**src/rtl/firc_pkg.sv**
```systemverilog
// Shared types and widths for the complex FIR datapath and its input buffer.
package firc_pkg;

  localparam int SAMP_W     = 24;
  localparam int COEF_W     = 27;
  localparam int OUT_W      = 32;
  localparam int NTAPS_HALF = 15;

  typedef struct packed {
    logic [SAMP_W-1:0] i;
    logic [SAMP_W-1:0] q;
  } samp_t;

endpackage

```
**src/rtl/firc_fifo_mem.sv**
```systemverilog
// Register-array storage for the FIR input FIFO: one write port and one
// asynchronous read port, cleared on reset.
module firc_fifo_mem #(
  parameter int DEPTH = 8,
  parameter int W     = 48,
  parameter int AW    = $clog2(DEPTH)
) (
  input  logic          Clk,
  input  logic          Reset,
  input  logic          we,
  input  logic [AW-1:0] waddr,
  input  logic [W-1:0]  wdata,
  input  logic [AW-1:0] raddr,
  output logic [W-1:0]  rdata
);

  logic [W-1:0] mem_q [DEPTH];
  logic [W-1:0] mem_d [DEPTH];

  // NOTE: the whole array is copied before the conditional write so every
  // element has a value on every path and no latch is inferred.
  always_comb begin
    mem_d = mem_q;
    if (we) mem_d[waddr] = wdata;
  end

  // NOTE: storage is reset on purpose so the head output reads 0 after reset;
  // state updates use non-blocking assignments so all flops sample together.
  always_ff @(posedge Clk or posedge Reset) begin
    if (Reset) mem_q <= '{default: '0};
    else       mem_q <= mem_d;
  end

  assign rdata = mem_q[raddr];

endmodule

```
**src/rtl/firc_in_fifo.sv**
```systemverilog
// Input sample FIFO ahead of the complex FIR: Push/Stop handshake on both
// sides, registered occupancy count and a sticky overflow flag.
module firc_in_fifo
  import firc_pkg::*;
#(
  parameter int DEPTH = 8,
  parameter int SW    = SAMP_W,
  parameter int CW    = $clog2(DEPTH) + 1
) (
  input  logic          Clk,
  input  logic          Reset,
  input  logic          PushIn,
  output logic          StopIn,
  input  logic [SW-1:0] SampIIn,
  input  logic [SW-1:0] SampQIn,
  output logic          PushOut,
  input  logic          StopOut,
  output logic [SW-1:0] SampIOut,
  output logic [SW-1:0] SampQOut,
  output logic [CW-1:0] Count,
  output logic          Overflow
);

  localparam int             PW       = $clog2(DEPTH);
  localparam logic [CW-1:0]  FULL_CNT = CW'(DEPTH);

  logic [PW-1:0]   wr_ptr_q, wr_ptr_d;
  logic [PW-1:0]   rd_ptr_q, rd_ptr_d;
  logic [CW-1:0]   count_q,  count_d;
  logic            overflow_q, overflow_d;
  logic            wr_en, rd_en;
  logic [2*SW-1:0] rd_data;

  // Handshake outputs depend on the registered count only.
  assign StopIn  = (count_q == FULL_CNT);
  assign PushOut = (count_q != '0);
  assign wr_en   = PushIn && !StopIn;
  assign rd_en   = PushOut && !StopOut;

  always_comb begin
    wr_ptr_d   = wr_ptr_q;
    rd_ptr_d   = rd_ptr_q;
    count_d    = count_q;
    overflow_d = overflow_q | (PushIn & StopIn);
    if (wr_en) wr_ptr_d = wr_ptr_q + PW'(1);
    if (rd_en) rd_ptr_d = rd_ptr_q + PW'(1);
    unique case ({wr_en, rd_en})
      2'b10:   count_d = count_q + CW'(1);
      2'b01:   count_d = count_q - CW'(1);
      default: count_d = count_q;
    endcase
  end

  always_ff @(posedge Clk or posedge Reset) begin
    if (Reset) begin
      wr_ptr_q   <= '0;
      rd_ptr_q   <= '0;
      count_q    <= '0;
      overflow_q <= 1'b0;
    end else begin
      wr_ptr_q   <= wr_ptr_d;
      rd_ptr_q   <= rd_ptr_d;
      count_q    <= count_d;
      overflow_q <= overflow_d;
    end
  end

  firc_fifo_mem #(
    .DEPTH (DEPTH),
    .W     (2 * SW),
    .AW    (PW)
  ) u_mem (
    .Clk   (Clk),
    .Reset (Reset),
    .we    (wr_en),
    .waddr (wr_ptr_q),
    .wdata ({SampIIn, SampQIn}),
    .raddr (rd_ptr_q),
    .rdata (rd_data)
  );

  assign {SampIOut, SampQOut} = rd_data;
  assign Count                = count_q;
  assign Overflow             = overflow_q;

endmodule
```
**config.mk**
```make
export PLATFORM = sky130hd
export DESIGN_NAME = firc_in_fifo
export DESIGN_NICKNAME = d
export VERILOG_FILES = /design/src/rtl/firc_pkg.sv /design/src/rtl/firc_fifo_mem.sv /design/src/rtl/firc_in_fifo.sv
export SDC_FILE = /design/constraint.sdc
export NUM_CORES = 1
export LEC_CHECK = 0
export ABC_AREA = 1
export CAP_MARGIN = 10
export CORE_MARGIN = 10
export CORE_UTILIZATION = 40
export DETAILED_ROUTE_END_ITERATION = 16
export HOLD_SLACK_MARGIN = 0.12
export PLACE_DENSITY = 0.68
export SETUP_SLACK_MARGIN = 0.05
export SKIP_CTS_REPAIR_TIMING = 1
export SLEW_MARGIN = 30
export SYNTH_ARGS = -nofsm -noshare
export SYNTH_HDL_FRONTEND = slang
export SYNTH_SLANG_ARGS = --single-unit
```
**constraint.sdc**
```tcl
create_clock -name Clk -period 38 [get_ports Clk]
set_input_delay 7.6 -clock Clk [delete_from_list [all_inputs] [get_ports Clk]]
set_output_delay 7.6 -clock Clk [all_outputs]
set_load 0.05 [all_outputs]
```
=== Yosys cells after proc, flatten, opt, wreduce, memory -nomap -nowiden ===
Index checks and enable logic that the tools add are counted.

* Flip-flop bits (word level): 395
* ROM bits: 0
* Output and inout port bits: 55
* Bits in latches: 0
* RAM bits: 0
* Word-level logic and storage cells: 40
* Memories kept: 0

* $lt $le $gt $ge: 3
* $add $sub $neg: 4
* Shift operators: 0
* Eq/ne operators: 3
* Divide/modulo/power cells: 0
* Reduce and logical (&&, ||, !) cells: 7
* Muxes and demuxes: 7
* Bitwise operators: 4
* Multipliers: 0

{| class="wikitable"
|+ Operators by type and width
! cell !! number
|-
| bitwise mux 384 bit || 1
|-
| binary-select mux 48 bit (select 3 bit) || 1
|-
| demux 48 bit (select 3 bit) || 1
|-
| two-way mux 48 bit || 3
|-
| greater-or-equal comparator 4 bit, second input constant || 2
|-
| NOT 3 -> 4 bit || 2
|-
| one-hot mux 4 bit (2 select lines) || 1
|-
| adder 3 x 1 -> 3 bit, second input constant || 2
|-
| adder 4 x 1 -> 4 bit, second input constant || 1
|-
| == test 4 bit, second input constant || 1
|-
| less-than comparator 4 x 1 -> 1 bit, second input constant || 1
|-
| nonzero test 4 bit || 1
|-
| subtractor 4 x 1 -> 4 bit, second input constant || 1
|-
| logical AND 1 bit || 3
|-
| == test 2 x 1 -> 1 bit, second input constant || 1
|-
| == test 2 bit, second input constant || 1
|-
| logical NOT 1 bit || 2
|-
| nonzero test 2 bit || 1
|-
| bitwise AND 1 bit || 1
|-
| OR 1 bit || 1
|}

=== Longest topological paths before layout ===
Gate-level depths: netlist of the first run.

* Word-level depth: 6
* Gate-level depth with buffers: 12
* Depth with buffers taken out: 12

=== Hierarchy ===
A second synthesis of the first run with hierarchy kept.

* Cell total of the unflattened synthesis: 2642
* Area, all modules: 19512.5 um2

{| class="wikitable"
|+ By module, submodules not included
! module !! times used !! area each (um2) !! cells each
|-
| firc_fifo_mem || 1 || 18886.9 || 2574
|-
| firc_in_fifo || 1 || 625.6 || 68
|}

=== Worst setup path after synthesis of the first run ===
Ideal clock, no wire load.

* Kind: input to register
* Start: in PushIn
* End: reg count_q[3], in the netlist Count[3]
* Setup slack: 28614 ps
* Arrival: 9268 ps
* Path buffers: 3
* Stages: 11
* Required time: 37882 ps
* Cell sequence: buf_2 > buf_2 > buf_2 > nand2_1 > ha_1 > ha_1 > or2_2 > nand2_1 > nand2_1 > nand3_1 > nand2_1

* Longest elaborated chain between the ends: 3
* Elaborated cells on any way between the ends: 5
* Classes of those cells: 2 x eq/ne; 1 x mux; 2 x reduce/logical

{| class="wikitable"
|+ Ends and longest elaborated chain
! item !! RTL line !! RTL
|-
| from (decl) || firc_in_fifo.sv:12 || <nowiki>input logic PushIn,</nowiki>
|-
| logical AND 1 bit (*) || firc_in_fifo.sv:37 || <nowiki>assign wr_en = PushIn && !StopIn;</nowiki>
|-
| == test 2 x 1 -> 1 bit or == test 2 bit (tied branches) || firc_in_fifo.sv:47 || <nowiki>unique case ({wr_en, rd_en})</nowiki>
|-
| one-hot mux 4 bit (2 select lines) or nonzero test 2 bit (tied branches) || -- ||
|-
| to (signal assigned) || firc_in_fifo.sv:63 || <nowiki>count_q <= count_d;</nowiki>
|-
| to (decl) || firc_in_fifo.sv:29 || <nowiki>logic [CW-1:0] count_q, count_d;</nowiki>
|}

Every way passes the cells marked *; elsewhere a longest branch is shown, timed or not.
A chain may end at the register's enable or synchronous reset.

=== Worst setup path after layout of the first run ===
* Start: reg rd_ptr_q[0]
* End: out SampQOut[22]

* Longest elaborated chain between the ends: 4

{| class="wikitable"
|+ Ends and longest elaborated chain
! item !! RTL line !! RTL
|-
| from (decl) || firc_in_fifo.sv:28 || <nowiki>logic [PW-1:0] rd_ptr_q, rd_ptr_d;</nowiki>
|-
| from (signal assigned) || firc_in_fifo.sv:62 || <nowiki>rd_ptr_q <= rd_ptr_d;</nowiki>
|-
| NOT 3 -> 4 bit (implied by the code) || firc_fifo_mem.sv:34 || <nowiki>assign rdata = mem_q[raddr];</nowiki>
|-
| binary-select mux 48 bit (select 3 bit) || firc_fifo_mem.sv:34 ||
|-
| two-way mux 48 bit (implied by the code) (2 in series) || firc_fifo_mem.sv:34 ||
|-
| to (decl) || firc_in_fifo.sv:19 || <nowiki>output logic [SW-1:0] SampQOut,</nowiki>
|}

Every way passes these cells. The select of a mux whose other input is x is not followed.

==> results of run 1 <==
[report_power, final]
group	internal (mW)	switching [mW]
clock network	0.258	0.181
logic	0.364	0.843
registers	0.609	0.119
[cell families after synthesis]
logic type / after synthesis / share of synthesized area
buffers and inverters: 498 / 0.0969
and+or+nand+nor: 2208 / 0.434
AOI/OAI and AO/OA: 5 / 0.00129
DFF: 395 / 0.462
adders and majority gates: 6 / 0.00386
xor gates and xnor gates: 6 / 0.00246
[worst paths after layout]
kind                             start                to  slack [ns]  cells after the start
setup / recovery           rd_ptr_q[0]      SampQOut[22]       25.58                     10
hold / removal                Overflow          Overflow        0.46                      1
setup reg to reg              Count[2]  u_mem.mem_q[309]       34.05                      8
hold reg to reg               Overflow          Overflow        0.46                      1
max in group asynchronous        Reset  u_mem.mem_q[256]       28.47                      4
min in group asynchronous        Reset          Count[0]        7.53                      2
[flip-flops by register name (all words and copies together), names as in the netlist]
name,flops
rd_ptr_q,3
u_mem.mem_q,384
Overflow,1
wr_ptr_q,3
Count,4
[worst max-delay path: stages, from the launching register on]
cell and delay [ns]:
dfrtp_4 0.65, buf_6 0.66, buf_4 0.84, buf_6 0.63, nor2_1 0.11, nor2_1 0.11, nand2_1 0.06, nand2_1 0.06
nand2_1 0.04, nand2_1 0.16, clkdlybuf4s50_1 0.83
[cell type report]
type	instances	area share
Sequential cell	395	0.413
Multi-Input combinational cell	2225	0.399
Timing Repair Buffer	140	0.0580
Clock buffer	67	0.0547
Tap cell	688	0.0360
Inverter	208	0.0330
Clock inverter	13	0.00632
Antenna cell	1	0.000105
[per-layer routing]
layer  share of wire  up-vias  track usage
met2            0.48      620        0.344
met5               0        -            0
met3           0.063      114       0.0281
met4           0.024        0       0.0673
li1                -     9557            -
met1            0.44     9397        0.274
[placed cells by master, fill, tap and decap left out, types with 2 or more instances in the layout]
cell type / netlist / layout
buf_12: 0 / 2
buf_4: 1 / 25
buf_6: 0 / 6
bufinv_16: 0 / 3
clkbuf_1: 81 / 12
clkbuf_16: 0 / 45
clkbuf_8: 0 / 10
clkdlybuf4s50_1: 0 / 105
clkinv_2: 0 / 6
clkinvlp_4: 0 / 3
dfrtp_1: 395 / 392
dfrtp_4: 0 / 2
ha_1: 5 / 5
inv_1: 205 / 203
inv_2: 2 / 3
nand2_1: 1416 / 1416
nand3_1: 11 / 4
nand3_2: 2 / 8
nand4_1: 384 / 384
nor2_1: 394 / 386
nor2_4: 0 / 8
o21ai_0: 4 / 4
xnor2_1: 4 / 4
xor2_1: 2 / 2
[stage by stage]
| step | power, mW | instances | setup slack (ns) | hold slack, ns |
|---|---|---|---|---|
| after CTS | 2.38 | 3735 | 24.52 | 0.462 |
| after floorplan | 1.58 | 3118 | 19.42 | 0.442 |
| final | 2.37 | 3737 | 25.58 | 0.460 |
| after detailed placement | 1.93 | 3655 | 25.16 | 0.449 |
| after global placement | 1.92 | 3655 | 25.19 | 0.447 |
| after global routing | 2.56 | 3737 | 25.23 | 0.477 |
==> results.yml, run 1 <==
status:
  run_status: "completed"
worst_setup_path:
  critPathMaxFanout: 101
  cp-end-kind: "output port"
  crit_type: "reg -> out"
  start_kind: "flip-flop"
  arrival_ns: 4.82
  required_ns: 30.40
clocking:
  cts_tree: "built"
  cts.sinks: 395
  numCtsBuffers: 44
  cts.clk_slew.worst_paths_ns: 0.06
  clock_path_buffers: 3
  insertion_delay_ns: 0.58
  root_buffer: "clkbuf_16"
  h-tree-depth: 2
detailed_routing:
  first_pass_iters: 5
  drc_errors: 0
  vias: 19688
  wl_um: 66800
  viasPerCell: 5.27
  wl_per_cell_um: 17.9
  ant_nets: 0
  drt-initial-drc-count: 1975
synthesis:
  synth_warnings: 0
  synth_ff_type: "dfrtp_1"
  synth_area_leaders: "dfrtp_1, nand2_1, nand4_1"
  syn_area_per_cell_um2: 6.86
  synth-seq-cells: 395
  yosysUniqueCellTypes: 21
  synth.yosys.seq_area_share: 0.462
  synth_commonest_cells: "nand2_1, dfrtp_1, nor2_1"
  synth_edf_count: 0
  netlist_instances: 3118
  syn_nets: 3176
  yosys.area.top_type: "dfrtp_1"
  synthesis.area_mm2: 0.0214
  async_reset_ff_frac: 1.00
  yosysMostFrequentCell: "nand2_1"
  synth_top_area_share: 0.462
placement:
  place_congestion: 0.771
  dp_hpwl_um: 33900
  placed_area_mm2: 0.0224
  io_buffers: 106
finish:
  post-route-util: 0.454
  register_area_mm2: 0.00989
  stdcell_area_mm2: 0.0239
  multi_input_area_mm2: 0.00954
  fill_cells: 5346
  nets: 3072
  syn2layout_area_growth_pct: 11.9
  drive_gt1_frac: 0.0423
global_route:
  grt_pass1_wl_um: 106000
  antenna_found_initial: 1
  grt_max_degree: 185
  grt_usage: 0.207
  gr-total-overflow: 0
  grt_pass1_vias: 18337
floorplan:
  die_area_mm2: 0.0631
  die_x_um: 251
  initial_core_util: 0.406
  row_count: 84
  coreArea_mm2: 0.0528
  fp.dieH_um: 251
  pin_count: 107
timing:
  hold_viol_final: 0
  period_share: 0.327
  finalSetupTns_ns: 0
  finalClockSkew_ns: 0.0272
  max_freq_mhz: 80.5
  setup_viol: 0
  post-route-min-period_ns: 12.42
  tightest_slew_ns: 0.960
  relSlewSlack: 0.360
  drv_slew: 0
  rsz0062_at_grt: "false"
pwr:
  vdd_drop_max_mv: 0.0559
  p_leak_nw: 12.9
  powerDensity_mw_per_mm2: 99.1
min_path:
  min_path_type: "reg -> reg"
run:
  drv_cap: 0
No activity file was read; power rests on OpenSTA's default activity.
==> run 2, diff against run 1 <==
clock period = 11.9 ns   (was 38 ns; I/O delays follow)
==> run 2 against run 1 <==
Clock skew fell by 0.015 ns; clock power grew to 3.3 times the previous value; worst hold slack better by 0.0067 ns; sequential power rose to 3.2 times the previous value; first-iteration DRC count grew 5.7%; critical endpoint unchanged; largest power group unchanged; cell count barely moved; die area unchanged; wire length grew 0.42%.
==> results.yml, run 2 (synthesis results as in run 1) <==
status:
  run_status: "completed"
worst_setup_path:
  required_ns: 9.52
  start_kind: "flip-flop"
  max_stage_delay_ns: 1.00
  critPathMaxFanout: 131
  path_cells: "buf_12, buf_16, nor2_1, nor2_1, nand2_1, nand2_1, nand2_1, nand2_1, clkdlybuf4s50_1"
  slowest_stage: "dfrtp_4"
  crit_buf_inv: 3
  crit_family: "buffers and inverters"
  arrival_ns: 3.99
  cp-end-kind: "output port"
  crit_top_cell: "nand2_1"
  crit_type: "reg -> out"
pwr:
  p_leak_nw: 13.0
  powerDensity_mw_per_mm2: 317
  vdd_drop_max_mv: 0.169
run:
  drv_cap: 0
placement:
  placed_area_mm2: 0.0224
  io_buffers: 106
  dp_hpwl_um: 32900
  dpl_worst_slack_ns: 6.23
  place_congestion: 0.774
finish:
  syn2layout_area_growth_pct: 12.5
  nets: 3075
  drive_gt1_frac: 0.0446
  stdcell_area_mm2: 0.0241
  final_common_cell: "nand2_1"
  largest-register: "u_mem.mem_q"
  largest_reg_flops: 384
  final_cell_mix: "nand2_1, dfrtp_1, nor2_1, nand4_1, inv_1"
  fill_cells: 5343
global_route:
  grt_pass1_vias: 18073
  gr-total-overflow: 0
  grt_usage: 0.206
  grt_max_degree: 230
  antenna_found_initial: 1
  grt_pass1_wl_um: 106000
detailed_routing:
  wl_per_cell_um: 18.0
  drt-initial-drc-count: 2088
  first_pass_iters: 5
  drc_errors: 0
  ant_nets: 0
  vias: 19680
  wl_um: 67100
  viasPerCell: 5.26
timing:
  setup_viol: 0
  setup_slack_ns: 5.53
  period_share: 0.535
  relSlewSlack: 0.320
  rsz0062_at_grt: "false"
  finalClockSkew_ns: 0.0124
  tightest_slew_ns: 1.02
  max_freq_mhz: 157
  hold_slack_ns: 0.466
  post-route-min-period_ns: 6.37
  drv_slew: 0
  finalSetupTns_ns: 0
  hold_viol_final: 0
clocking:
  cts_tree: "built"
  insertion_delay_ns: 0.57
  clock_path_buffers: 3
  numCtsBuffers: 44
  root_buffer: "clkbuf_16"
  cts.clk_slew.worst_paths_ns: 0.06
  h-tree-depth: 2
  cts.sinks: 395
floorplan:
  row_count: 84
  die_area_mm2: 0.0631
  die_x_um: 251
  fp.dieH_um: 251
  initial_core_util: 0.406
  pin_count: 107
  coreArea_mm2: 0.0528
min_path:
  min_path_type: "reg -> reg"
[run 2: changes by cell type in the layout (fill, tap and decap cells not counted), moves of 2 or more]
| cell | delta |
|---|---|
| clkbuf_1 | -6 |
| clkinv_2 | +5 |
| buf_16 | +4 |
| buf_6 | -4 |
| buf_4 | +2 |
| bufinv_16 | +2 |
| clkbuf_8 | -2 |
| clkinv_4 | +2 |
| clkinvlp_4 | -2 |
[run 2: routing by layer]
metal	vias to the layer above	GRT usage	part of all wire
met2	622	0.342	0.48
met4	0	0.0589	0.021
met3	95	0.0271	0.063
met5	-	0	0
met1	9425	0.277	0.44
li1	9538	-	-
[run 2: power by group]
group	leakage [nW]	switching, mW	internal (mW)
combinational	7.27	2.68	1.17
sequential	4.98	0.401	1.94
clock	0.745	0.579	0.850
total	13.0	3.66	3.96
[run 2: worst min-delay path, stage by stage, from the launching register on]
cell and delay [ns]:
dfrtp_1 0.34, nand2_1 0.05, nand2_1 0.04
[run 2: layout make-up]
cell class / instances / area (um^2) / share of cell area
Clock buffer: 59 / 1260 / 0.0523
Sequential cell: 395 / 9890 / 0.411
Multi-Input combinational cell: 2225 / 9540 / 0.397
Clock inverter: 19 / 231 / 0.00962
Tap cell: 688 / 861 / 0.0358
Inverter: 208 / 787 / 0.0327
Timing Repair Buffer: 143 / 1490 / 0.0619
Antenna cell: 1 / 2.50 / 0.000104
[run 2: path summary, 6_finish.rpt]
| path | cells after the start | startpoint | endpoint | slack (ns) |
|---|---|---|---|---|
| worst max-delay path | 9 | rd_ptr_q[0] | SampQOut[22] | 5.53 |
| worst min-delay path | 2 | u_mem.mem_q[25] | u_mem.mem_q[25] | 0.47 |
| worst max register to register | 12 | Count[0] | Count[3] | 8.11 |
| worst min register to register | 2 | u_mem.mem_q[25] | u_mem.mem_q[25] | 0.47 |
| max in group asynchronous | 6 | Reset | u_mem.mem_q[222] | 7.90 |
| min in group asynchronous | 3 | Reset | u_mem.mem_q[341] | 2.27 |
[run 2: through the flow]
step | std cells | utilization | total power [mW]
after floorplan | 3118 | - | 5.05
after global placement | 3654 | 0.425 | 6.13
after detailed placement | 3654 | 0.425 | 6.18
after CTS | 3732 | 0.453 | 7.62
after global routing | 3737 | 0.456 | 8.22
final | 3738 | 0.456 | 7.62
